## src/rtl/byte_stream_packer.sv

```systemverilog
// rtl/byte_stream_packer.sv - packs accepted bytes little-endian into 32-bit words behind a FWFT word FIFO with TLAST framing
// Optional BYTE_STREAM_PACKER_TEST_PATTERN_EN replaces in_data with an incrementing byte counter.
module byte_stream_packer #(
  parameter int PACKET_WORDS = 256,
  parameter int FIFO_DEPTH   = 8
) (
  input  logic                          clk,
  input  logic                          rst_n,
  input  logic                          enable,
  input  logic [7:0]                    in_data,
  input  logic                          in_valid,
  output logic [31:0]                   m_tdata,
  output logic                          m_tvalid,
  input  logic                          m_tready,
  output logic                          m_tlast,
  output logic                          overflow,
  input  logic                          clr_ovf,
  output logic [$clog2(FIFO_DEPTH):0]   fifo_level
);

  localparam int AW = $clog2(FIFO_DEPTH);
  localparam logic [15:0] LAST_CNT = 16'(PACKET_WORDS - 1);
  localparam logic [AW:0] PTR_ONE  = {{AW{1'b0}}, 1'b1};

  typedef enum logic [1:0] {FILL0, FILL1, FILL2, FILL3} fill_t;

  fill_t       state, state_nxt;
  logic [23:0] partial;
  logic [7:0]  byte_in;
  logic        accept;
  logic        complete;

  assign accept = enable && in_valid;

`ifdef BYTE_STREAM_PACKER_TEST_PATTERN_EN
  logic [7:0] pattern;

  always_ff @(posedge clk) begin
    if (!rst_n)      pattern <= 8'h00;
    else if (accept) pattern <= pattern + 8'h01;
  end

  assign byte_in = pattern;
`else
  assign byte_in = in_data;
`endif

  always_ff @(posedge clk) begin
    if (!rst_n) state <= FILL0;
    else        state <= state_nxt;
  end

  always_comb begin
    state_nxt = state;
    complete  = 1'b0;
    if (!enable) begin
      state_nxt = FILL0;
    end else if (in_valid) begin
      case (state)
        FILL0: state_nxt = FILL1;
        FILL1: state_nxt = FILL2;
        FILL2: state_nxt = FILL3;
        FILL3: begin
          state_nxt = FILL0;
          complete  = 1'b1;
        end
        default: state_nxt = FILL0;
      endcase
    end
  end

  // Stale bytes need no clearing: FILL0..FILL2 rewrite every lane before the next completion.
  always_ff @(posedge clk) begin
    if (!rst_n) begin
      partial <= 24'h0;
    end else if (accept) begin
      case (state)
        FILL0:   partial[7:0]   <= byte_in;
        FILL1:   partial[15:8]  <= byte_in;
        FILL2:   partial[23:16] <= byte_in;
        default: partial        <= partial;
      endcase
    end
  end

  logic [32:0] mem [FIFO_DEPTH];
  logic [AW:0] wr_ptr, rd_ptr;
  logic [15:0] pkt_cnt;
  logic        empty, full, pop, push, drop, is_last;

  assign empty   = (wr_ptr == rd_ptr);
  assign full    = (wr_ptr[AW-1:0] == rd_ptr[AW-1:0]) && (wr_ptr[AW] != rd_ptr[AW]);
  assign pop     = !empty && m_tready;
  assign push    = complete && (!full || pop);
  assign drop    = complete && !push;
  assign is_last = (pkt_cnt == LAST_CNT);

  always_ff @(posedge clk) begin
    if (push) mem[wr_ptr[AW-1:0]] <= {is_last, byte_in, partial};
  end

  // Framing counts delivered words only, so a drop never shifts the TLAST position.
  always_ff @(posedge clk) begin
    if (!rst_n) begin
      wr_ptr   <= '0;
      rd_ptr   <= '0;
      pkt_cnt  <= 16'h0;
      overflow <= 1'b0;
    end else begin
      if (push) begin
        wr_ptr  <= wr_ptr + PTR_ONE;
        pkt_cnt <= is_last ? 16'h0 : pkt_cnt + 16'h1;
      end
      if (pop) rd_ptr <= rd_ptr + PTR_ONE;
      if (drop)         overflow <= 1'b1;
      else if (clr_ovf) overflow <= 1'b0;
    end
  end

  assign m_tvalid   = !empty;
  assign m_tdata    = empty ? 32'h0 : mem[rd_ptr[AW-1:0]][31:0];
  assign m_tlast    = empty ? 1'b0  : mem[rd_ptr[AW-1:0]][32];
  assign fifo_level = wr_ptr - rd_ptr;

endmodule

```

## config.mk

```make
export PLATFORM = sky130hd
export DESIGN_NAME = byte_stream_packer
export DESIGN_NICKNAME = d
export VERILOG_FILES = /design/src/rtl/byte_stream_packer.sv
export SDC_FILE = /design/constraint.sdc
export NUM_CORES = 1
export LEC_CHECK = 0
export ABC_AREA = 1
export CAP_MARGIN = 10
export CORE_MARGIN = 2
export CORE_UTILIZATION = 60
export CTS_CLUSTER_DIAMETER = 50
export DETAILED_ROUTE_END_ITERATION = 10
export PLACE_DENSITY = 0.79
export SYNTH_ARGS = -nofsm -noshare
export SYNTH_HDL_FRONTEND = slang
export SYNTH_SLANG_ARGS = --single-unit
```

## constraint.sdc

```tcl
create_clock -name clk -period 4.3 [get_ports clk]
set_input_delay 0.43 -clock clk [delete_from_list [all_inputs] [get_ports clk]]
set_output_delay 0.43 -clock clk [all_outputs]
set_load 0.01 [all_outputs]
```

=== After elaboration in Yosys (flattened, before gate mapping) ===
Memory sizes are Yosys's and may differ from the RTL's. A register that Yosys moved wholly into a read port is not among the register bits.
Index checks and enable logic that the tools add are counted.

* Bits in registers: 51
* Memory bits (writable): 264
* Input port bits: 14
* Output and inout port bits: 39
* Word-level logic and storage cells: 48
* Memories kept: 1

* Add/sub/neg operators: 4
* Eq/ne operators: 7
* Mux-type cells: 13
* Reductions and logical operators: 15

{| class="wikitable"
|+ Memory list
! name !! words !! width !! rd ports !! clocked after Yosys merged registers in !! wr ports !! line !! RTL
|-
| mem || 8 || 33 || 1 || 1 || 1 || 86 || <nowiki>logic [32:0] mem [FIFO_DEPTH];</nowiki>
|}

{| class="wikitable"
|+ Operators with widths
! cell !! count
|-
| 32-bit 2-to-1 mux || 1
|-
| 16-bit by 1-bit adder with 16-bit output (second input constant) || 1
|-
| 16-bit by 8-bit equality test with 1-bit output (second input constant) || 1
|-
| 16-bit 2-to-1 mux || 1
|-
| 4-bit by 1-bit adder with 4-bit output (second input constant) || 2
|-
| 1-bit 2-to-1 mux || 8
|-
| 2-bit case mux with 4 select lines || 1
|-
| 2-bit AND reduction || 4
|-
| 3-bit 2-to-1 mux || 2
|-
| 1-bit logical AND || 5
|-
| 2-bit equality test (second input constant) || 2
|-
| 4-bit equality test || 1
|-
| 4-bit subtractor || 1
|-
| 3-bit equality test || 1
|-
| 1-bit logical NOT || 3
|-
| 2-bit by 1-bit equality test with 1-bit output (second input constant) || 1
|-
| 2-bit logical NOT || 1
|-
| 2-bit nonzero test || 1
|-
| 1-bit logical OR || 1
|-
| 1-bit inequality test || 1
|}

=== Longest topological paths before layout ===
Gate-level depths: netlist (run 1).

* Word-level depth: 8
* Mapped depth: 11
* Mapped depth without buffers: 10

=== Worst setup path before layout (run 1) ===
No wires, ideal clock.

* Kind: register to register
* From: register wr_ptr[0]
* To: memory mem[6][0] (enable)
* Library setup time: 0.464 ns
* Arrival time: 3.540 ns
* Data required time: 3.836 ns
* Slack: 0.296 ns
* Cell stages (with the launch flop): 8
* Buffers on the path: 0
* Period minus slack after synthesis: 4.004 ns
* Cells stage by stage: dfxtp_1 > inv_1 > ha_1 > nand4_1 > nor2_1 > nor2_2 > nand2_1 > nor3_1

* Longest elaborated chain between the ends: 7
* Elaborated cells between the ends (all ways): 10
* Classes of those cells: 2 x eq/ne; 2 x mux; 6 x reduce/logical

{| class="wikitable"
|+ RTL lines
! item !! line !! RTL
|-
| from (decl) || 87 || <nowiki>logic [AW:0] wr_ptr, rd_ptr;</nowiki>
|-
| from (signal assigned) || 111 || <nowiki>wr_ptr <= wr_ptr + PTR_ONE;</nowiki>
|-
| 4-bit equality test or 3-bit equality test (tied branches) || 91, 92 ||
|-
| 1-bit logical NOT or 1-bit logical AND (tied branches) || 93, 92 ||
|-
| 1-bit logical AND or 1-bit logical NOT (tied branches) || 93, 94 ||
|-
| 1-bit logical OR || 94 || <nowiki>assign push = complete && (!full || pop);</nowiki>
|-
| 1-bit logical AND || 94 ||
|-
| 1-bit 2-to-1 mux || 99 || <nowiki>if (push) mem[wr_ptr[AW-1:0]] <= {is_last, byte_in, partial};</nowiki>
|-
| 1-bit 2-to-1 mux (not written as such) || 99 ||
|-
| to (decl) || 86 ||
|}

Several ways; a longest one is shown, not always the timed one.

==> flow_summary.json, run 1 <==
{
  "rows": 53,
  "drtIter0Drc": 838,
  "rrSetupSlack_ns": 1.56,
  "hold_path_class": "flop to flop",
  "clk_pin_slew_ns": 0.06,
  "reg2reg_depth": 10,
  "end_kind": "output pin",
  "power.density_cell_area_nw_per_um2": 456,
  "max-slew-margin-rel_pct": 26.3,
  "antenna_found_initial": 0,
  "synth_seq_cells": 318,
  "cp.arrival_ns": 3.27,
  "area_delta_synth_final_pct": 14.1,
  "cts_root_buf": "clkbuf_16",
  "min_from": "overflow",
  "insertion_delay_ns": 0.51,
  "cts-buffers-inserted": 34,
  "postSynthCellCount": 1160,
  "hold_ws_ns": 0.480,
  "diodes": 0,
  "grt.total_usage_pct": 24.6,
  "grt_pass1_wl_um": 43300,
  "ys_seq_area_share_pct": 69.6,
  "status": "finished clean",
  "hold_viol": 0,
  "synth_common_cells": "nor2_1 (276), edfxtp_1 (264), nand2_1 (127)",
  "syn_area_sq_um": 12900,
  "final_max_slew_viol_count": 0,
  "dp.cells": 1442,
  "layout.nets": 1229,
  "ctsResizeCount": 0,
  "power_leakage_nw": 5.22,
  "worstSetupStartpointType": "flop",
  "total_power_mw": 6.74,
  "drive_gt1_share_pct": 7.01,
  "io_pins": 53,
  "fin_skew_ns": 0.0154,
  "drc": 0,
  "wl_per_cell_um": 18.5,
  "synth_top_area_cell": "edfxtp_1",
  "whs_endpoint": "overflow",
  "grt_max_degree": 133,
  "cts_hold_buf": 0,
  "hpwlAfterDp_um": 15300,
  "r2r_end": "mem[5][4]",
  "post-route-worst-setup-slack_ns": 0.601,
  "place_area_sq_um": 13700,
  "via_count": 8780,
  "min_path_cells": 2,
  "crit_required_ns": 3.87,
  "synth_area_leaders": "edfxtp_1 (61%), dfxtp_1 (8.4%), nor2_1 (8.0%), o21ai_0 (4.2%), nand2_1 (3.7%)",
  "io_buffers": 52,
  "tightest_slew_ns": 1.10,
  "clock_sinks": 318,
  "drt_first_pass_iters": 7,
  "core_area_sq_um": 21100,
  "setup_tns_ns": 0,
  "wirelength_um": 27700,
  "gr-total-overflow": 0,
  "synth_nets": 1186,
  "period_share_pct": 86.0,
  "fin_cells": 1502,
  "die_h_um": 151,
  "drt-vias-per-instance": 5.85,
  "cts_tree": "built",
  "design_area_sq_um": 14800,
  "dieArea_sq_um": 22800,
  "grt_pass1_vias": 8336,
  "worst-path-max-fanout": 103,
  "vdd_drop_max_mv": 0.377,
  "maxCapViolations": 0,
  "synth_cell_type_count": 29,
  "synth_ff_type": "edfxtp_1",
  "gp_congestion": 0.889,
  "setup_viol": 0,
  "syn_area_per_cell_sq_um": 11.2,
  "final_core_utilization_pct": 70.0,
  "die_width_um": 151,
  "synth_edf_count": 264,
  "final.min_clock_period_ns": 3.70,
  "dp_slack_ns": 1.05,
  "fmax_ghz": 0.270,
  "async_reset_ff_share_pct": 0,
  "cts_max_level": 2,
  "start_util_pct": 61.4,
  "crit_type": "flop to output pin",
  "rsz0062_at_grt": "false",
  "yosysMostFrequentCell": "nor2_1",
  "yosysTopAreaCellShare_pct": 61.3,
  "cts_buffer_depth": 3,
  "ant_nets": 0,
  "r2r_start": "wr_ptr[0]",
  "ys_warn_count": 0,
  "post_cts_buffers": 0
}
-- cells in the final DEF, fill, tap and decap left out, drive strengths merged --
master and n:
or2 1, clkinv 14, nor3 6, xnor2 2, fa 1, o211ai 33, nand4 7, clkdlybuf4s50 52
nand3 41, buf 19, o21ai 143, dfxtp 54, a21oi 41, clkbuf 47, a211oi 3, nand2 129
o22ai 33, edfxtp 264, nand3b 3, xor2 3, inv 42, ha 11, nor2 278
-- how the worst max path moves through the flow --
stage	start	end	slack, ns	cells after the start
final	flop	m_tdata[29]	0.60	6
after global routing	flop	m_tdata[29]	0.44	6
after CTS	flop	m_tdata[29]	0.57	6
after detailed placement	in_valid	mem[5][4]	1.05	10
after global placement	enable	mem[3][2]	1.14	10
after floorplan	wr_ptr[0]	mem[6][0]	0.30	7
-- sequential cells by signal (all words and copies together), names as in the netlist, named ones only --
signal and flops:
mem 264, pkt_cnt 16, rd_ptr 4, overflow 1, state 2, partial 24, wr_ptr 4
-- worst max-delay path: stages (launching register included) --
cell,delay [ns]
dfxtp_4,1.03
buf_4,0.47
o21ai_0,0.16
o211ai_1,0.25
nand2_1,0.09
nor2_1,0.17
clkdlybuf4s50_1,0.57
-- area by class of cell --
type,instances,area [sq um]
clock inverter,13,80.1
multi-input combinational,735,3500
timing repair buffer,71,701
inverter,43,163
tap,275,344
clock buffer,47,963
fill,1451,6320
sequential,318,9010
-- metal layers --
layer / vias up / wire (um) / GRT usage [%]
li1: 4165 / - / -
met1: 4187 / 11900 / 35.6
met2: 389 / 13400 / 39.3
met3: 39 / 2070 / 3.83
met4: 0 / 410 / 6.73
met5: - / 0 / 0
-- where the power goes --
part / switching, mW / internal [mW] / total (mW) / leakage [nW]
logic: 0.396 / 0.247 / 0.643 / 1.66
clock network: 1.14 / 1.58 / 2.72 / 0.515
registers: 0.0552 / 3.32 / 3.38 / 3.04
-- logic make-up (layout without fill, tap and decap cells) --
logic type / after synthesis / after routing / synth area share [%]
compound gates: 253 / 253 / 10.8
flops: 318 / 318 / 69.6
simple gates: 465 / 465 / 14.3
xor+xnor: 5 / 5 / 0.338
fa+ha+maj: 12 / 12 / 1.22
buf+inv: 107 / 174 / 3.78
Power figures use the tool's default switching activity.
==> run 2, diff against run 1 <==
--- a/config.mk
+++ b/config.mk
@@ -11,6 +11,7 @@
 export CORE_UTILIZATION = 60
 export CTS_CLUSTER_DIAMETER = 50
 export DETAILED_ROUTE_END_ITERATION = 10
+export MAX_ROUTING_LAYER = met4
 export PLACE_DENSITY = 0.79
 export SYNTH_ARGS = -nofsm -noshare
 export SYNTH_HDL_FRONTEND = slang
==> flow_summary.json, run 2 (synthesis gave the netlist of run 1 again) <==
{
  "insertion_delay_ns": 0.51,
  "grt_pass1_wl_um": 43200,
  "final_cell_mix": "nor2_1 (269), edfxtp_1 (264), nand2_1 (127)",
  "rows": 53,
  "fin_cells": 1502,
  "worst-path-max-fanout": 103,
  "drc": 0,
  "end_kind": "output pin",
  "hpwlAfterDp_um": 15300,
  "final_max_slew_viol_count": 0,
  "diodes": 0,
  "cts_max_level": 2,
  "dp_slack_ns": 1.05,
  "grt_pass1_vias": 8330,
  "start_util_pct": 61.4,
  "hold_path_class": "flop to flop",
  "max-slew-margin-rel_pct": 25.8,
  "clock_sinks": 318,
  "core_area_sq_um": 21100,
  "drtIter0Drc": 754,
  "drive_gt1_share_pct": 7.01,
  "die_width_um": 151,
  "fin_skew_ns": 0.0180,
  "largest_register_ffs": 264,
  "post_cts_buffers": 0,
  "rsz0062_at_grt": "false",
  "cp.arrival_ns": 3.27,
  "ant_nets": 0,
  "r2r_start": "wr_ptr[0]",
  "wirelength_um": 27700,
  "dp.cells": 1442,
  "cts_buffer_depth": 3,
  "maxCapViolations": 0,
  "cts_tree": "built",
  "die_h_um": 151,
  "clk_pin_slew_ns": 0.06,
  "power_leakage_nw": 5.22,
  "hold_viol": 0,
  "grt_max_degree": 133,
  "crit_type": "flop to output pin",
  "total_power_mw": 6.74,
  "endpoint": "m_tdata[29]",
  "grt.total_usage_pct": 25.3,
  "tightest_slew_ns": 1.11,
  "vdd_drop_max_mv": 0.377,
  "hold_ws_ns": 0.480,
  "antenna_found_initial": 0,
  "setup_tns_ns": 0,
  "status": "finished clean",
  "post-route-worst-setup-slack_ns": 0.599,
  "cts-buffers-inserted": 34,
  "power.density_cell_area_nw_per_um2": 456,
  "cts_hold_buf": 0,
  "period_share_pct": 86.1,
  "drt_first_pass_iters": 5,
  "setup_viol": 0,
  "reg2reg_depth": 10,
  "final_common_cell": "nor2_1",
  "rrSetupSlack_ns": 1.55,
  "cts_root_buf": "clkbuf_16",
  "crit_required_ns": 3.87,
  "drt-vias-per-instance": 5.85,
  "final.min_clock_period_ns": 3.70,
  "r2r_end": "mem[5][4]",
  "ctsResizeCount": 0,
  "gp_congestion": 0.904,
  "layout.nets": 1229,
  "via_count": 8786,
  "io_buffers": 52,
  "wl_per_cell_um": 18.5,
  "gr-total-overflow": 0,
  "area_delta_synth_final_pct": 14.1,
  "io_pins": 53,
  "dieArea_sq_um": 22800,
  "fmax_ghz": 0.270,
  "worstSetupStartpointType": "flop",
  "min_from": "overflow"
}
run 2: how the worst min path moves through the flow:
stage / cells past startpoint / to / slack (ns)
after global routing: 2 / overflow / 0.50
after global placement: 2 / overflow / 0.46
after CTS: 2 / overflow / 0.48
after detailed placement: 2 / overflow / 0.47
final: 2 / overflow / 0.48
after floorplan: 2 / pkt_cnt[0] / 0.47
run 2: routing by layer:
| layer | part of all wire (%) | vias up | global-route usage [%] |
|---|---|---|---|
| li1 | - | 4164 | - |
| met1 | 43 | 4213 | 35.6 |
| met2 | 48 | 367 | 39.4 |
| met3 | 7.2 | 42 | 3.77 |
| met4 | 1.4 | 0 | 6.73 |
| met5 | 0 | - | - |
run 2: worst max-delay path, cell delays in order (launching register included):
cell,delay (ns)
dfxtp_4,1.03
buf_4,0.47
o21ai_0,0.16
o211ai_1,0.25
nand2_1,0.09
nor2_1,0.17
clkdlybuf4s50_1,0.57
run 2: layout make-up:
| type | count | area, sq um |
|---|---|---|
| timing repair buffer | 71 | 701 |
| clock inverter | 13 | 80.1 |
| clock buffer | 47 | 963 |
| multi-input combinational | 735 | 3500 |
| tap | 275 | 344 |
| sequential | 318 | 9010 |
| fill | 1451 | 6320 |
| inverter | 43 | 163 |
run 2: power by group:
group	internal [mW]	total, mW	switching (mW)
logic	0.247	0.643	0.396
clock network	1.58	2.71	1.14
registers	3.32	3.38	0.0551
run 2: metrics by stage:
step	cell area (sq um)	utilization, %
after global routing	14800	70.0
after CTS	14800	70.0
after detailed placement	13700	65.1
after floorplan	12900	-
after global placement	13700	65.1
final	14800	70.0
==> run 3, diff against run 2 <==
--- a/config.mk
+++ b/config.mk
@@ -11,6 +11,7 @@
 export CORE_UTILIZATION = 60
 export CTS_CLUSTER_DIAMETER = 50
 export DETAILED_ROUTE_END_ITERATION = 10
+export GPL_ROUTABILITY_DRIVEN = 0
 export MAX_ROUTING_LAYER = met4
 export PLACE_DENSITY = 0.79
 export SYNTH_ARGS = -nofsm -noshare
==> results of run 3 <==
The final DEF is identical to that of run 2; final timing and power are the same.
